$ cat config.mk
export PLATFORM = sky130hd
export DESIGN_NAME = vxe_vpu_vagen
export DESIGN_NICKNAME = d
export VERILOG_FILES = /design/src/rtl/vxe_vpu_vagen.sv
export SDC_FILE = /design/constraint.sdc
export NUM_CORES = 1
export LEC_CHECK = 0
export ABC_AREA = 1
export CORE_MARGIN = 3
export CORE_UTILIZATION = 49
export CTS_CLUSTER_SIZE = 28
export DETAILED_ROUTE_END_ITERATION = 16
export PLACE_DENSITY = 0.9
export SLEW_MARGIN = 30
export SYNTH_ARGS = -nofsm -noshare
export SYNTH_HDL_FRONTEND = slang
export SYNTH_SLANG_ARGS = --single-unit
$ cat constraint.sdc
create_clock -name clk -period 4.22 [get_ports clk]
set_input_delay 0.422 -clock clk [delete_from_list [all_inputs] [get_ports clk]]
set_output_delay 0.422 -clock clk [all_outputs]
set_load 0.02 [all_outputs]
$ cat src/rtl/vxe_vpu_vagen.sv
// vxe_vpu_vagen: vector address generator.
// Turns a vector descriptor (base element address, length, stride) into a
// stream of bus-word addresses with per-element lane-enable masks. One beat
// is presented per consume handshake. Packed, strided and broadcast modes
// are supported, with last, done and flush signalling.
module vxe_vpu_vagen #(
  parameter int ADDR_W   = 38,
  parameter int LEN_W    = 20,
  parameter int EPW_LOG2 = 1
) (
  input  logic                       clk,
  input  logic                       nrst,
  input  logic [ADDR_W-1:0]          i_vaddr,
  input  logic [LEN_W-1:0]           i_vlen,
  input  logic [LEN_W-1:0]           i_stride,
  input  logic                       i_latch,
  input  logic                       i_incr,
  input  logic                       i_flush,
  output logic                       o_valid,
  output logic [ADDR_W-EPW_LOG2-1:0] o_addr,
  output logic [(1<<EPW_LOG2)-1:0]   o_we_mask,
  output logic                       o_last,
  output logic                       o_busy,
  output logic                       o_done
);

  localparam int EPW = 1 << EPW_LOG2;

  typedef enum logic {IDLE, RUN} state_t;
  typedef enum logic [1:0] {MODE_PACKED, MODE_STRIDED, MODE_BCAST} mode_t;

  state_t                     state_q, state_d;
  mode_t                      mode_q, mode_d;
  logic [ADDR_W-1:0]          ea_q, ea_d;
  logic [LEN_W-1:0]           rem_q, rem_d;
  logic [LEN_W-1:0]           stride_q, stride_d;
  logic [ADDR_W-EPW_LOG2-1:0] addr_q, addr_d;
  logic [EPW-1:0]             mask_q, mask_d;
  logic                       last_q, last_d;
  logic                       done_q, done_d;
  logic [LEN_W-1:0]           n_cur;
  logic [3:0]                 off_d;

  // Lane mask for a beat: a contiguous run from the element offset in packed
  // mode (clipped by the remaining count and the word end), otherwise a
  // single lane at the element offset.
  function automatic logic [EPW-1:0] beat_mask(input logic [3:0] off,
                                               input logic [LEN_W-1:0] rem,
                                               input mode_t mode);
    logic [LEN_W:0] lim;
    logic [EPW-1:0] m;
    lim = {1'b0, rem} + (LEN_W+1)'(off);
    m   = '0;
    for (int i = 0; i < EPW; i++) begin
      if (mode == MODE_PACKED) begin
        m[i] = (4'(i) >= off) && ((LEN_W+1)'(i) < lim);
      end else begin
        m[i] = (4'(i) == off);
      end
    end
    return m;
  endfunction

  // Number of elements covered by a mask.
  function automatic logic [LEN_W-1:0] popcount(input logic [EPW-1:0] m);
    logic [LEN_W-1:0] cnt;
    cnt = '0;
    for (int i = 0; i < EPW; i++) begin
      cnt = cnt + LEN_W'(m[i]);
    end
    return cnt;
  endfunction

  // Next-state logic: flush beats latch beats consume; the next beat's
  // outputs are computed here so every output leaves a flop.
  always_comb begin
    state_d  = state_q;
    mode_d   = mode_q;
    ea_d     = ea_q;
    rem_d    = rem_q;
    stride_d = stride_q;
    done_d   = 1'b0;
    n_cur    = popcount(mask_q);

    if (i_flush) begin
      state_d = IDLE;
    end else if (i_latch) begin
      ea_d     = i_vaddr;
      rem_d    = i_vlen;
      stride_d = i_stride;
      if (i_stride == LEN_W'(1)) begin
        mode_d = MODE_PACKED;
      end else if (i_stride == '0) begin
        mode_d = MODE_BCAST;
      end else begin
        mode_d = MODE_STRIDED;
      end
      if (i_vlen == '0) begin
        state_d = IDLE;
        done_d  = 1'b1;
      end else begin
        state_d = RUN;
      end
    end else if (i_incr && (state_q == RUN)) begin
      if (mode_q == MODE_PACKED) begin
        ea_d  = ea_q + ADDR_W'(n_cur);
        rem_d = rem_q - n_cur;
      end else begin
        ea_d  = ea_q + ADDR_W'(stride_q);
        rem_d = rem_q - LEN_W'(1);
      end
      if (last_q) begin
        state_d = IDLE;
        done_d  = 1'b1;
      end
    end

    off_d  = ea_d[3:0] & 4'(EPW - 1);
    addr_d = ea_d[ADDR_W-1:EPW_LOG2];
    mask_d = (state_d == RUN) ? beat_mask(off_d, rem_d, mode_d) : '0;
    last_d = (state_d == RUN) && (popcount(mask_d) == rem_d);
  end

  // State and output registers with asynchronous active-low reset.
  always_ff @(posedge clk or negedge nrst) begin
    if (!nrst) begin
      state_q  <= IDLE;
      mode_q   <= MODE_PACKED;
      ea_q     <= '0;
      rem_q    <= '0;
      stride_q <= '0;
      addr_q   <= '0;
      mask_q   <= '0;
      last_q   <= 1'b0;
      done_q   <= 1'b0;
    end else begin
      state_q  <= state_d;
      mode_q   <= mode_d;
      ea_q     <= ea_d;
      rem_q    <= rem_d;
      stride_q <= stride_d;
      addr_q   <= addr_d;
      mask_q   <= mask_d;
      last_q   <= last_d;
      done_q   <= done_d;
    end
  end

  assign o_valid   = (state_q == RUN);
  assign o_busy    = (state_q == RUN);
  assign o_addr    = addr_q;
  assign o_we_mask = mask_q;
  assign o_last    = last_q;
  assign o_done    = done_q;

endmodule

Word level (Yosys, flattened, before mapping). Index checks and enable logic that the tools add are counted.

Flip-flop bits (word level): 122. Input bits: 83. Output and inout port bits: 43. Word-level logic and storage cells: 58.

Add/sub/neg operators: 7. Magnitude comparators: 4. Equality and inequality tests: 2. Mux-type cells: 25. Bitwise logic cells: 1. Reduce and logical (&&, ||, !) cells: 10.

Operators with widths (count): $mux 38 (4); $mux 20 (4); $lt 1x21->1 const A (2); $logic_not 20->1 (2); $add 38x2->38 (1); $add 38x20->38 (1); $add 20x1->21 (1); $eq 2x20->1 (1); $eq 20x1->1 const B (1); $sub 20x1->20 const B (1); $sub 20x2->20 (1); $mux 1 (12); $mux 2 (5); $add 1x1->2 (2); $logic_and 1x1->1 (4); $logic_not 2->1 (2); $logic_not 4->1 (1); $ge 1x1->1 const A (2); $reduce_and 2->1 (1); $not 1->1 (1).

Depth between registers and ports, before layout. Gate-level depths: netlist of the first run.

Depth in word-level cells: 14. Mapped depth: 34. Gate-level depth less buffers: 34.

Worst setup path before layout of the first run. OpenSTA, ideal clock, no wires.

Path kind: reg2reg. From: register mask_q[0] (netlist: o_we_mask[0]). To: register last_q (netlist: o_last). Setup time: 72 ps. Arrival time: 3983 ps. Data required time: 4148 ps. Slack: 165 ps. Cell stages (with the launch flop): 31. Buffers on the path: 0. Clock period less this slack: 4055 ps. Cells stage by stage: dfrtp_1 > ha_1 > inv_1 > nand2_1 > ha_1 > inv_1 > fa_1 > nand3_1 > nand3_2 > ha_1 > nand3_2 > nor2_2 > nand2_2 > nor2_4 > nand3_2 > nor2_2 > nand3_1 > nand2_1 > nand2_2 > nor2_4 > nand4_1 > nand2_1 > inv_1 > ha_1 > inv_1 > o211ai_1 > nor3_1 > nand4_1 > nor3_1 > nand3_1 > nor2_1.

Longest elaborated chain between the ends: 14. Elaborated cells between the ends (all ways): 25. Those cells by class: add/sub: 5; order compare: 4; eq/ne: 1; mux: 11; reduce/logical: 4.

Ends and longest elaborated chain: start, declared (line 38) `logic [EPW-1:0] mask_q, mask_d;`; start signal, assigned (line 143) `mask_q <= mask_d;`; $add 1x1->2 (line 69) `cnt = cnt + LEN_W'(m[i]);`; $sub 20x2->20 (line 107) `rem_d = rem_q - n_cur;`; $mux 20 (line 105) `if (mode_q == MODE_PACKED) begin`; $mux 20 (line 104) `end else if (i_incr && (state_q == RUN)) begin`; $mux 20 (line 87) `end else if (i_latch) begin`; $mux 20 (line 85) `if (i_flush) begin`; net rem_d[1] (line 35) `logic [LEN_W-1:0] rem_q, rem_d;`; $add 20x1->21 (line 52) `lim = {1'b0, rem} + (LEN_W+1)'(off);`; $lt 1x21->1 (line 56) `m[i] = (4'(i) >= off) && ((LEN_W+1)'(i) < lim);`; $logic_and 1x1->1 (line 56); $mux 1 (line 55) `if (mode == MODE_PACKED) begin`; $mux 2 (line 120) `mask_d = (state_d == RUN) ? beat_mask(off_d, rem_d, mode_d) : '0;`; net mask_d[0] (line 38); $add 1x1->2 (line 69); $eq 2x20->1 (line 121) `last_d = (state_d == RUN) && (popcount(mask_d) == rem_d);`; $logic_and 1x1->1 (line 121); net last_d (line 39) `logic last_q, last_d;`; end signal, assigned (line 144) `last_q <= last_d;`; end, declared (line 39).

The timed path passes the listed nets, and every way through them passes these cells. A chain may end at the register's enable or synchronous reset.

Worst setup path in the final report of the first run.
From: register mask_q[0] (netlist: o_we_mask[0]). To: register last_q (netlist: o_last).

Longest elaborated chain between the ends: 14. Elaborated cells between the ends (all ways): 25. Those cells by class: add/sub: 5; order compare: 4; eq/ne: 1; mux: 11; reduce/logical: 4.

Ends and longest elaborated chain (line): $add 1x1->2 * (69); $add 38x2->38 / $sub 20x2->20 (equally long branches) (106, 107); $mux 38 / $mux 20 (equally long branches) (105); $mux 38 / $mux 20 (equally long branches) (104); $mux 38 / $mux 20 (equally long branches) (87); $mux 38 / $mux 20 (equally long branches) (85); $add 20x1->21 (52); $lt 1x21->1 (56); $logic_and 1x1->1 (56); $mux 1 * (55); $mux 2 * (120); net mask_d[1] (38); $add 1x1->2 * (69); $eq 2x20->1 * (121); $logic_and 1x1->1 * (121); net last_d (39).

The timed path passes the listed nets; every way through them passes the cells marked *.

==> out/qor.txt, run 1 <==
H-tree depth -> 3
IO Pins -> 126
Max Used Layer -> met4
area leader, netlist -> dfrtp_1
min setup slack post-route -> 0.0755 ns
Worst EP required -> 4.50 ns
Gate Count Post-Synth -> 1071
number of flops mapped to enable cells by yosys -> 0
post-synth cell types -> 50
cts hold-fix bufs -> 0
post-synth top area share -> 0.291
most frequent cell after synthesis -> nand2_1
CP Launch Type -> register
die height -> 128 µm
first-pass GRT wire length -> 34.9 mm
Vias -> 7646
clk_lat worst skew -> 0.35 ns
largest net degree at the start of global routing -> 48
RSZ-0062 raised after global routing -> true
slowest CP cell -> dfrtp_1
total CTS buffers -> 9
GRT Overall Usage -> 0.262
antenna violations before repair -> 1
DRT Pass-1 Iters -> 5
Synth Flop Type -> dfrtp_1
FF-to-FF setup slack -> 0.08 ns
Max-Slew Margin vs Limit -> 0.546
post-route ant nets -> 0
Site Rows -> 44
CTS clock-pin slew for the worst setup and hold paths -> 0.07 ns
CP startpoint -> o_we_mask[0]$_DFF_PN0_
layout cells sized above 1 -> 0.160
RR Startpoint -> o_we_mask[0]$_DFF_PN0_
Net Count, Synth -> 1182
Core ar. -> 14600 µm²
Congestion Overflow GR -> 0
starting density of the core -> 0.502
sequential fraction of the synthesis area -> 0.291
Die ar. -> 16400 µm²
Leak -> 4.25 nW
gp weighted congestion -> 0.964
Slew Limit Fails -> 0
flops & latches, synth -> 85
Die W -> 128 µm
maximum vdd drop -> 0.000250 V
Max Fclk -> 0.241 GHz
worst r2r path cells -> 32
Tcrit/Tclk final -> 0.982
Critical Path Fanout Max -> 8
Place WS -> -0.254 ns
vias in the first global route -> 7424
Synth area leaders -> dfrtp_1 (29%), nand2_1 (10%), inv_1 (7.3%)
CP endpoint -> o_last$_DFF_PN0_
initial DRC count -> 670
endpoint class of the critical path -> register
Max clock buf depth -> 2
CTS tree -> yes
Final Routed Wirelength -> 21.9 mm
Root Driver -> clkbuf_16
CP most frequent cell -> inv_2
Metal-1 WL -> 8.57 mm
Max-Cap Viols -> 0
time the worst path needs with I/O delays and setup -> 4.14 ns
Synth top cells by count -> nand2_1 (199), inv_1 (142), nor2_1 (120)
met3 WL -> 1.52 mm
# nets final -> 1303
Sink Count -> 85
Worst Skew -> 0.0104 ns
netlist area before placement -> 7320 µm²
Final setup viols -> 0
status -> completed
Crit Path Category -> register to register
worst r2r dst -> o_last$_DFF_PN0_
Min-Delay Path Class -> primary input to asynchronous set/reset pin
synth warn -> 0
WL/cell -> 15.9 µm
syn_area_per_cell -> 6.84 µm²
pwr dens -> 360 nW/µm²
slew of the pin with the lowest slew margin -> 0.680 ns
Buffers on Ports -> 125
DR vias/cell -> 5.53
DR WL met2 -> 11.1 mm
Area Growth Syn to Fin -> 27.0%
DPL Wire Length -> 16.5 mm
Final Power -> 3.34 mW
Crit path largest cell delay -> 0.38 ns
DRC -> 0
Async SR Flop Fraction -> 1.00
arrival time at the worst endpoint -> 4.43 ns
Final Hold Fails -> 0
==> per-stage QoR <==
step	util	cells	setup TNS [ns]	hold WS, ns	instance area (µm²)
after global placement	0.597	1359	-0.117	0.467	8710
after global routing	0.637	1382	-0.292	0.129	9300
after detailed placement	0.597	1359	-0.254	0.469	8710
final	0.637	1382	0	0.0797	9300
after floorplan	-	1071	0	0.126	7320
after CTS	0.632	1379	0	0.0927	9220
==> metal layers <==
metal | up-vias | track usage
met5 | - | 0
met4 | 0 | 0.129
met3 | 49 | 0.0321
met2 | 311 | 0.457
met1 | 3561 | 0.319
li1 | 3725 | -
==> cells by family (layout without fill, tap and decap cells) <==
family,Yosys count,in the layout,synth area share
xor+xnor,6,6,0.00718
other cells,0,1,0
flops,85,85,0.291
compound gates,209,209,0.160
fa+ha+maj,28,28,0.0499
simple gates,517,517,0.351
buf+inv,226,352,0.141
==> power breakdown <==
part	leakage (nW)	switching, mW	total (mW)	internal (mW)
Clock	0.156	0.358	0.879	0.522
Combinational	3.11	0.849	1.42	0.570
Sequential	0.984	0.116	1.05	0.929
==> cell type report <==
type / count / area [µm²]
Timing Repair Buffer: 174 / 1640
Fill cell: 1246 / 5290
Sequential cell: 85 / 2130
Tap cell: 184 / 230
Clock inverter: 7 / 98.8
Antenna cell: 1 / 2.50
Inverter: 162 / 621
Clock buffer: 9 / 225
Multi-Input combinational cell: 760 / 4350
==> critical path: cells and delay by family, from the launching register on <==
kind | cells | cell delay, ns
adder cells (fa/ha/maj) | 4 | 0.99
flip-flops | 1 | 0.38
buffers and inverters | 6 | 0.33
AO/OA/AOI/OAI | 1 | 0.09
AND/OR/NAND/NOR | 21 | 2.28
==> how the worst min path moves through the flow <==
stage / slack [ns] / to / from
final: 0.08 / stride_q[14]$_DFFE_PN0P_ / nrst
after global routing: 0.13 / stride_q[12]$_DFFE_PN0P_ / nrst
after CTS: 0.09 / o_addr[9]$_DFFE_PN0P_ / nrst
after detailed placement: 0.47 / stride_q[13]$_DFFE_PN0P_ / nrst
after global placement: 0.47 / stride_q[13]$_DFFE_PN0P_ / nrst
after floorplan: 0.13 / ea_q[0]$_DFF_PN0_ / nrst
==> state kept, by name, indices dropped and copies added, names as in the netlist <==
signal and cells:
o_addr 37, rem_q 20, stride_q 20, mode_q 2
o_we_mask 2, ea_q 1, o_busy 1, o_done 1
o_last 1
==> cells in the final DEF (no fill, tap or decap), types with 4 or more instances in the layout <==
cell / n
nand2_1: 194
nand4_1: 20
o21ai_2: 4
nand3_1: 72
o211ai_1: 4
nand3_2: 16
xor2_1: 4
inv_1: 136
dfrtp_1: 85
nor2_1: 115
clkdlybuf4s50_1: 124
o21ai_1: 9
nor2_2: 10
buf_4: 45
nor2_4: 16
nand3_4: 6
nor4_1: 8
nor3_1: 13
clkinv_4: 4
ha_1: 22
a22oi_1: 14
o21ai_0: 69
buf_6: 4
a21oi_1: 77
inv_2: 22
ha_4: 4
clkbuf_16: 9
nor2_8: 5
nand2_2: 16
or2_2: 7
nand2_4: 11
o22ai_1: 15
==> repair_timing <==
item	CTS	global route
pin swaps	28	19
hold endpoints to repair	0	0
resized for setup	34	16
setup endpoints to repair	1	1
cloned	0	0
setup buffers	4	2
Note: power is estimated with default switching activity, not from simulation.
==> run 2: changes to the inputs <==
CTS_CLUSTER_SIZE = 12   (was 28)
==> results of run 2 <==
No change in the layout: final DEF, timing and power equal those of run 1.
